===== src/rtl/uart_wrapper.sv =====
// UART front end for a host command channel: receives two-byte commands and
// transmits one-byte responses, 8N1 framing at a programmable bit period.
module uart_wrapper (
    input  logic        clk,
    input  logic        rst,
    input  logic        RX,
    output logic        TX,
    input  logic [15:0] baud_cnt,
    output logic [15:0] cmd,
    output logic        cmd_rdy,
    input  logic        clr_cmd_rdy,
    input  logic [7:0]  resp,
    input  logic        send_resp,
    output logic        resp_sent,
    output logic        tx_busy
);

    typedef enum logic [1:0] {RX_IDLE, RX_START, RX_DATA, RX_STOP} rx_state_t;
    typedef enum logic [1:0] {TX_IDLE, TX_START, TX_DATA, TX_STOP} tx_state_t;
    typedef enum logic       {WAIT_HI, WAIT_LO} asm_state_t;

    // Bit periods shorter than 4 clocks would break mid-bit sampling.
    function automatic logic [15:0] clamp_period(input logic [15:0] b);
        return (b < 16'd4) ? 16'd4 : b;
    endfunction

    logic        rx_meta_q, rx_sync_q;
    rx_state_t   rx_state_q, rx_state_d;
    logic [15:0] rx_period_q, rx_period_d, rx_cnt_q, rx_cnt_d;
    logic [2:0]  rx_bit_q, rx_bit_d;
    logic [7:0]  rx_shift_q, rx_shift_d, rx_byte_q, rx_byte_d;
    logic        rx_strobe_q, rx_strobe_d;

    asm_state_t  asm_q, asm_d;
    logic [15:0] cmd_q, cmd_d;
    logic        cmd_rdy_q, cmd_rdy_d;

    tx_state_t   tx_state_q, tx_state_d;
    logic [15:0] tx_period_q, tx_period_d, tx_cnt_q, tx_cnt_d;
    logic [2:0]  tx_bit_q, tx_bit_d;
    logic [7:0]  tx_shift_q, tx_shift_d;
    logic        tx_q, tx_d, tx_busy_q, tx_busy_d, resp_sent_q, resp_sent_d;
    logic        tx_accept_s, tx_last_s, rx_last_s;

    // Two-flop synchronizer, idle-high so reset never looks like a start bit.
    always_ff @(posedge clk or posedge rst) begin
        if (rst) begin
            rx_meta_q <= 1'b1;
            rx_sync_q <= 1'b1;
        end else begin
            rx_meta_q <= RX;
            rx_sync_q <= rx_meta_q;
        end
    end

    assign rx_last_s = (rx_cnt_q == rx_period_q - 16'd1);

    // Receive FSM: half-period start check, then one sample per bit period.
    always_comb begin
        rx_state_d  = rx_state_q;
        rx_period_d = rx_period_q;
        rx_cnt_d    = rx_cnt_q + 16'd1;
        rx_bit_d    = rx_bit_q;
        rx_shift_d  = rx_shift_q;
        rx_byte_d   = rx_byte_q;
        rx_strobe_d = 1'b0;
        case (rx_state_q)
            RX_IDLE: begin
                rx_cnt_d = 16'd0;
                if (!rx_sync_q) begin
                    rx_state_d  = RX_START;
                    rx_period_d = clamp_period(baud_cnt);
                end else begin
                    rx_state_d = RX_IDLE;
                end
            end
            RX_START: begin
                if (rx_cnt_q == {1'b0, rx_period_q[15:1]} - 16'd1) begin
                    rx_cnt_d   = 16'd0;
                    rx_bit_d   = 3'd0;
                    rx_state_d = rx_sync_q ? RX_IDLE : RX_DATA;
                end else begin
                    rx_state_d = RX_START;
                end
            end
            RX_DATA: begin
                if (rx_last_s) begin
                    rx_cnt_d   = 16'd0;
                    rx_shift_d = {rx_sync_q, rx_shift_q[7:1]};
                    rx_bit_d   = rx_bit_q + 3'd1;
                    rx_state_d = (rx_bit_q == 3'd7) ? RX_STOP : RX_DATA;
                end else begin
                    rx_state_d = RX_DATA;
                end
            end
            RX_STOP: begin
                if (rx_last_s) begin
                    rx_cnt_d   = 16'd0;
                    rx_state_d = RX_IDLE;
                    if (rx_sync_q) begin
                        rx_strobe_d = 1'b1;
                        rx_byte_d   = rx_shift_q;
                    end else begin
                        rx_strobe_d = 1'b0;
                    end
                end else begin
                    rx_state_d = RX_STOP;
                end
            end
            default: rx_state_d = RX_IDLE;
        endcase
    end

    // Receive state registers.
    always_ff @(posedge clk or posedge rst) begin
        if (rst) begin
            rx_state_q  <= RX_IDLE;
            rx_period_q <= 16'd4;
            rx_cnt_q    <= 16'd0;
            rx_bit_q    <= 3'd0;
            rx_shift_q  <= 8'h00;
            rx_byte_q   <= 8'h00;
            rx_strobe_q <= 1'b0;
        end else begin
            rx_state_q  <= rx_state_d;
            rx_period_q <= rx_period_d;
            rx_cnt_q    <= rx_cnt_d;
            rx_bit_q    <= rx_bit_d;
            rx_shift_q  <= rx_shift_d;
            rx_byte_q   <= rx_byte_d;
            rx_strobe_q <= rx_strobe_d;
        end
    end

    // Command assembly; a pending command blocks new bytes until cleared.
    always_comb begin
        asm_d     = asm_q;
        cmd_d     = cmd_q;
        cmd_rdy_d = cmd_rdy_q;
        if (cmd_rdy_q) begin
            asm_d     = WAIT_HI;
            cmd_rdy_d = !clr_cmd_rdy;
        end else if (rx_strobe_q) begin
            case (asm_q)
                WAIT_HI: begin
                    cmd_d = {rx_byte_q, cmd_q[7:0]};
                    asm_d = WAIT_LO;
                end
                WAIT_LO: begin
                    cmd_d     = {cmd_q[15:8], rx_byte_q};
                    cmd_rdy_d = 1'b1;
                    asm_d     = WAIT_HI;
                end
                default: asm_d = WAIT_HI;
            endcase
        end else begin
            asm_d = asm_q;
        end
    end

    // Assembly registers.
    always_ff @(posedge clk or posedge rst) begin
        if (rst) begin
            asm_q     <= WAIT_HI;
            cmd_q     <= 16'h0000;
            cmd_rdy_q <= 1'b0;
        end else begin
            asm_q     <= asm_d;
            cmd_q     <= cmd_d;
            cmd_rdy_q <= cmd_rdy_d;
        end
    end

    // Busy drops during the last stop clock, so a request then starts the next frame seamlessly.
    assign tx_accept_s = send_resp && !tx_busy_q;
    assign tx_last_s   = (tx_cnt_q == tx_period_q - 16'd1);

    // Transmit FSM.
    always_comb begin
        tx_state_d  = tx_state_q;
        tx_period_d = tx_period_q;
        tx_cnt_d    = tx_cnt_q + 16'd1;
        tx_bit_d    = tx_bit_q;
        tx_shift_d  = tx_shift_q;
        tx_d        = tx_q;
        tx_busy_d   = tx_busy_q;
        resp_sent_d = 1'b0;
        if (tx_accept_s) begin
            tx_state_d  = TX_START;
            tx_period_d = clamp_period(baud_cnt);
            tx_cnt_d    = 16'd0;
            tx_shift_d  = resp;
            tx_d        = 1'b0;
            tx_busy_d   = 1'b1;
        end else begin
            case (tx_state_q)
                TX_IDLE: begin
                    tx_cnt_d = 16'd0;
                    tx_d     = 1'b1;
                end
                TX_START: begin
                    if (tx_last_s) begin
                        tx_state_d = TX_DATA;
                        tx_cnt_d   = 16'd0;
                        tx_bit_d   = 3'd0;
                        tx_d       = tx_shift_q[0];
                    end else begin
                        tx_state_d = TX_START;
                    end
                end
                TX_DATA: begin
                    if (tx_last_s) begin
                        tx_cnt_d = 16'd0;
                        if (tx_bit_q == 3'd7) begin
                            tx_state_d = TX_STOP;
                            tx_d       = 1'b1;
                        end else begin
                            tx_bit_d   = tx_bit_q + 3'd1;
                            tx_shift_d = {1'b0, tx_shift_q[7:1]};
                            tx_d       = tx_shift_q[1];
                        end
                    end else begin
                        tx_state_d = TX_DATA;
                    end
                end
                TX_STOP: begin
                    if (tx_cnt_q == tx_period_q - 16'd2) begin
                        resp_sent_d = 1'b1;
                        tx_busy_d   = 1'b0;
                    end else if (tx_last_s) begin
                        tx_state_d = TX_IDLE;
                        tx_cnt_d   = 16'd0;
                    end else begin
                        tx_state_d = TX_STOP;
                    end
                end
                default: tx_state_d = TX_IDLE;
            endcase
        end
    end

    // Transmit registers.
    always_ff @(posedge clk or posedge rst) begin
        if (rst) begin
            tx_state_q  <= TX_IDLE;
            tx_period_q <= 16'd4;
            tx_cnt_q    <= 16'd0;
            tx_bit_q    <= 3'd0;
            tx_shift_q  <= 8'h00;
            tx_q        <= 1'b1;
            tx_busy_q   <= 1'b0;
            resp_sent_q <= 1'b0;
        end else begin
            tx_state_q  <= tx_state_d;
            tx_period_q <= tx_period_d;
            tx_cnt_q    <= tx_cnt_d;
            tx_bit_q    <= tx_bit_d;
            tx_shift_q  <= tx_shift_d;
            tx_q        <= tx_d;
            tx_busy_q   <= tx_busy_d;
            resp_sent_q <= resp_sent_d;
        end
    end

    assign TX        = tx_q;
    assign cmd       = cmd_q;
    assign cmd_rdy   = cmd_rdy_q;
    assign resp_sent = resp_sent_q;
    assign tx_busy   = tx_busy_q;

endmodule


===== config.mk =====
export PLATFORM = sky130hd
export DESIGN_NAME = uart_wrapper
export DESIGN_NICKNAME = d
export VERILOG_FILES = /design/src/rtl/uart_wrapper.sv
export SDC_FILE = /design/constraint.sdc
export NUM_CORES = 1
export LEC_CHECK = 0
export BUFFER_PORTS_ARGS = -buffer_cell sky130_fd_sc_hd__buf_2
export CAP_MARGIN = 15
export CORE_ASPECT_RATIO = 1.75
export CORE_UTILIZATION = 55
export DETAILED_ROUTE_END_ITERATION = 16
export GPL_ROUTABILITY_DRIVEN = 0
export PLACE_DENSITY = 0.72
export SYNTH_ARGS = -nofsm -noshare
export SYNTH_HDL_FRONTEND = slang
export SYNTH_SLANG_ARGS = --single-unit

===== constraint.sdc =====
create_clock -name clk -period 3.8 [get_ports clk]
set_clock_uncertainty 0.2 [all_clocks]
set_input_delay 0.19 -clock clk [delete_from_list [all_inputs] [get_ports clk]]
set_output_delay 0.19 -clock clk [all_outputs]
set_load 0.05 [all_outputs]

==> qor.yml <==
place:
  hpwl_um: 13040
  dpl_cell_area_um2: 7610
  portBuffers: 48
  dp.cells: 968
floorplan:
  row_count: 55
  die_h_um: 154.3
  die_w_um: 89.02
  design.die.area_um2: 13730
  start_util_pct: 56.33
  core_um2: 12940
  io_pins: 49
pwr:
  power_frac_comb_pct: 31.0
  switchingPower_mw: 1.934
  power.internal_mw: 3.169
  irDropWorstVdd_v: 0.0004630
  total_power_mw: 5.103
  pwr-share-seq_pct: 36.6
  switching_share_pct: 37.91
  p_leak_nw: 3.847
  power_density_nw_per_um2: 600.4
  p_clk_share_pct: 32.4
cts:
  insertion_delay_ns: 0.43
  cts_tree: "built"
  post-cts-setup-buffer-count: 0
  clk_path_buf_depth: 2
  cts-buffers-inserted: 17
  clockRootBuffer: "clkbuf_16"
  htree_num_levels: 4
  cts.sinks: 122
  clk_pin_slew_ns: 0.06
timing:
  fin_setup_tns_ns: 0
  hold_viol_final: 0
  worst_pin_slew_ns: 0.9762
  rsz0062_at_grt: "false"
  finalSetupViolCount: 0
  fin_crit_sh_pct: 93.69
  slew_headroom_pct: 34.92
  period_needed_ns: 3.560
  fmax_mhz: 280.9
  slew_viol_final: 0
grt:
  grt_pass1_vias: 6242
  grt_antenna_before_repair: 0
  overflow: 0
  grt_pass1_wl_um: 29870
  grt_usage_pct: 28.54
  grt_max_degree: 79
setup_path:
  cp.arrival_ns: 3.65
  crit_end: "tx_shift_q[2]$_DFFE_PP0P_"
  critPathLaunch: "tx_period_q[1]$_DFFE_PP0P_"
  cp_max_fo: 13
  rrSetupSlack_ns: 0.24
  setup.worst_path.end_class: "flip-flop"
  reg2regPathDepth: 10
  r2r_end: "tx_shift_q[2]$_DFFE_PP0P_"
  start_kind: "flip-flop"
  r2r-start: "tx_period_q[1]$_DFFE_PP0P_"
  critPathKind: "reg2reg"
  critPathRequiredTime_ns: 3.89
run:
  cap_violations: 0
logic_synthesis:
  yosysSeqAreaShare_pct: 41.97
  yosysWarnings: 0
  synth_edf_count: 0
  synthArstFlopShare_pct: 100.0
  syn_avg_cell_area_um2: 9.273
  synth_area_um2: 7288
  syn_nets: 829
  synth_cell_types: 74
  synthCells: 786
  synth-seq-cells: 122
  yosys_most_used_dff: "dfrtp_1"
cells_and_area:
  fin_cells: 1028
  syn2layout_area_growth_pct: 16.62
  diodes: 0
  layout.nets: 887
  finalInstanceArea_um2: 8499
  fillers: 1074
  drive_above_1_share_pct: 17.74
outcome:
  status: "complete, no violations"
routing:
  vias: 6036
  drtIter0Drc: 289
  drtAntennaViolNets: 0
  dr.pass1.iters: 5
  avgRoutedWirePerCell_um: 17.65
  drc: 0
  wirelength_um: 18150
  via_per_inst: 5.872
worst_hold_path:
  worstHoldPathType: "in2reg"
-- how the worst min path moves through the flow --
stage               startpoint                   to  cells after the start
detailed placement          RX  rx_meta_q$_DFF_PP1_                      1
floorplan                   RX  rx_meta_q$_DFF_PP1_                      0
global placement            RX  rx_meta_q$_DFF_PP1_                      1
finish               send_resp  tx_busy$_DFFE_PP0P_                      4
CTS                  send_resp  tx_busy$_DFFE_PP0P_                      4
global route         send_resp  tx_busy$_DFFE_PP0P_                      4
-- cells in the mapped netlist, types with 3 or more instances --
library cell / instances / area [um2]
a41oi_1: 4 / 35.03
o22ai_1: 3 / 18.77
nor4_1: 14 / 87.58
nand3_1: 32 / 160.2
a211o_1: 3 / 26.28
nor3b_1: 3 / 22.52
and2_1: 4 / 25.02
ha_1: 14 / 175.2
nor4b_1: 4 / 35.03
xor2_1: 42 / 367.9
nand4_1: 20 / 125.1
nand2_1: 121 / 454.2
dfstp_2: 5 / 131.4
dfrtp_1: 117 / 2928
xnor2_1: 52 / 455.4
nor3_1: 20 / 100.1
and4b_1: 3 / 30.03
and3_1: 10 / 62.56
a31o_2: 3 / 26.28
nand2b_1: 5 / 31.28
or2_2: 3 / 18.77
buf_2: 11 / 55.05
or4_1: 4 / 30.03
a31oi_1: 7 / 43.79
and4_1: 3 / 26.28
a21oi_1: 9 / 45.04
nor2b_1: 13 / 81.33
mux2i_1: 14 / 140.1
mux2_2: 34 / 382.9
clkbuf_1: 30 / 112.6
o21ai_0: 33 / 165.2
o31ai_1: 3 / 22.52
or3_1: 5 / 31.28
inv_1: 21 / 78.83
nor2_1: 66 / 247.7
-- sequential cells by signal, summed over array words and instances (netlist names) --
register / flops
cmd_rdy: 1
tx_busy: 1
cmd: 16
resp_sent: 1
rx_period_q: 16
tx_period_q: 16
tx_shift_q: 8
rx_meta_q: 1
TX: 1
rx_sync_q: 1
rx_bit_q: 3
rx_state_q: 2
rx_strobe_q: 1
tx_bit_q: 3
tx_cnt_q: 16
rx_byte_q: 8
asm_q: 1
rx_cnt_q: 16
rx_shift_q: 8
tx_state_q: 2
-- critical path, cell delays in order, from the launching register on --
cell     delay (ns)
dfrtp_1        0.44
inv_1          0.11
ha_1           0.26
nor4b_2        0.58
and3_1         0.29
and4b_1        0.21
a31o_2         0.12
and4b_1        0.24
nor3b_4        0.60
mux2i_1        0.26
o21ai_0        0.10
-- cells by family after synthesis --
family / count (synthesis) / share of synthesized area (%)
AO/OA/AOI/OAI: 91 / 8.549
XOR/XNOR: 94 / 11.30
adder cells (fa/ha/maj): 14 / 2.403
buffers and inverters: 66 / 3.794
flip-flops: 122 / 41.97
multiplexers: 49 / 7.485
AND/OR/NAND/NOR: 350 / 24.50
-- final cells by class --
class	count	area, um2	share of cell area (%)
timing repair buffer	84	575.6	6.772
clock buffer	17	425.4	5.005
clock inverter	15	176.4	2.076
inverter	21	81.33	0.9569
multi-input combinational	598	3968	46.68
sequential	122	3059	35.99
tap	171	214.0	2.517
-- per-stage QoR --
stage                     util [%]  worst slack (ns)  hold slack, ns
after floorplan                  -            0.1757       -0.005522
after global placement       58.82            0.3250          0.1096
after detailed placement     58.82            0.1300          0.1107
after CTS                    65.56            0.1291         0.04490
after global routing         65.70           0.03320         0.08554
final                        65.70            0.2399         0.03973
-- repair_timing --
item | in CTS | in global routing
resized for setup | 0 | 2
hold buffers | 27 | 0
endpoints found under the hold margin | 117 | 0
setup endpoints to repair | 0 | 14
-- power groups by stage --
stage	logic [mW]	registers (mW)	clock network [mW]
after floorplan	1.31	1.70	0
after global placement	1.45	1.87	0
after detailed placement	1.53	1.88	0
after CTS	1.55	1.86	1.67
after global routing	1.74	1.90	1.72
final	1.58	1.87	1.65
-- cells in the final DEF (no fill, tap or decap), types with 4 or more instances in the layout --
cell | synthesis | layout
nor2b_1 | 13 | 12
dfstp_2 | 5 | 5
clkbuf_16 | 0 | 17
or4_1 | 4 | 4
or3_1 | 5 | 5
buf_4 | 2 | 8
and3_1 | 10 | 10
nand3_1 | 32 | 32
nor3_1 | 20 | 20
a31oi_1 | 7 | 7
ha_1 | 14 | 14
xor2_1 | 42 | 42
nand2b_1 | 5 | 5
buf_2 | 11 | 49
dfrtp_1 | 117 | 117
nor4_1 | 14 | 14
and2_1 | 4 | 4
xnor2_1 | 52 | 52
inv_6 | 0 | 5
o21ai_0 | 33 | 33
inv_1 | 21 | 20
mux2_2 | 34 | 34
nand2_1 | 121 | 121
nor4b_1 | 4 | 4
nor2_1 | 66 | 66
nand4_1 | 20 | 20
a41oi_1 | 4 | 4
a21oi_1 | 9 | 9
dlygate4sd3_1 | 0 | 27
mux2i_1 | 14 | 14
-- per-layer routing --
layer	GRT usage, %	vias to the layer above	part of all wire [%]
li1	-	2857	-
met1	30.32	2932	37
met2	51.17	176	55
met3	5.069	71	3.5
met4	16.70	0	4.8
met5	0	-	0
Power figures use the tool's default switching activity.
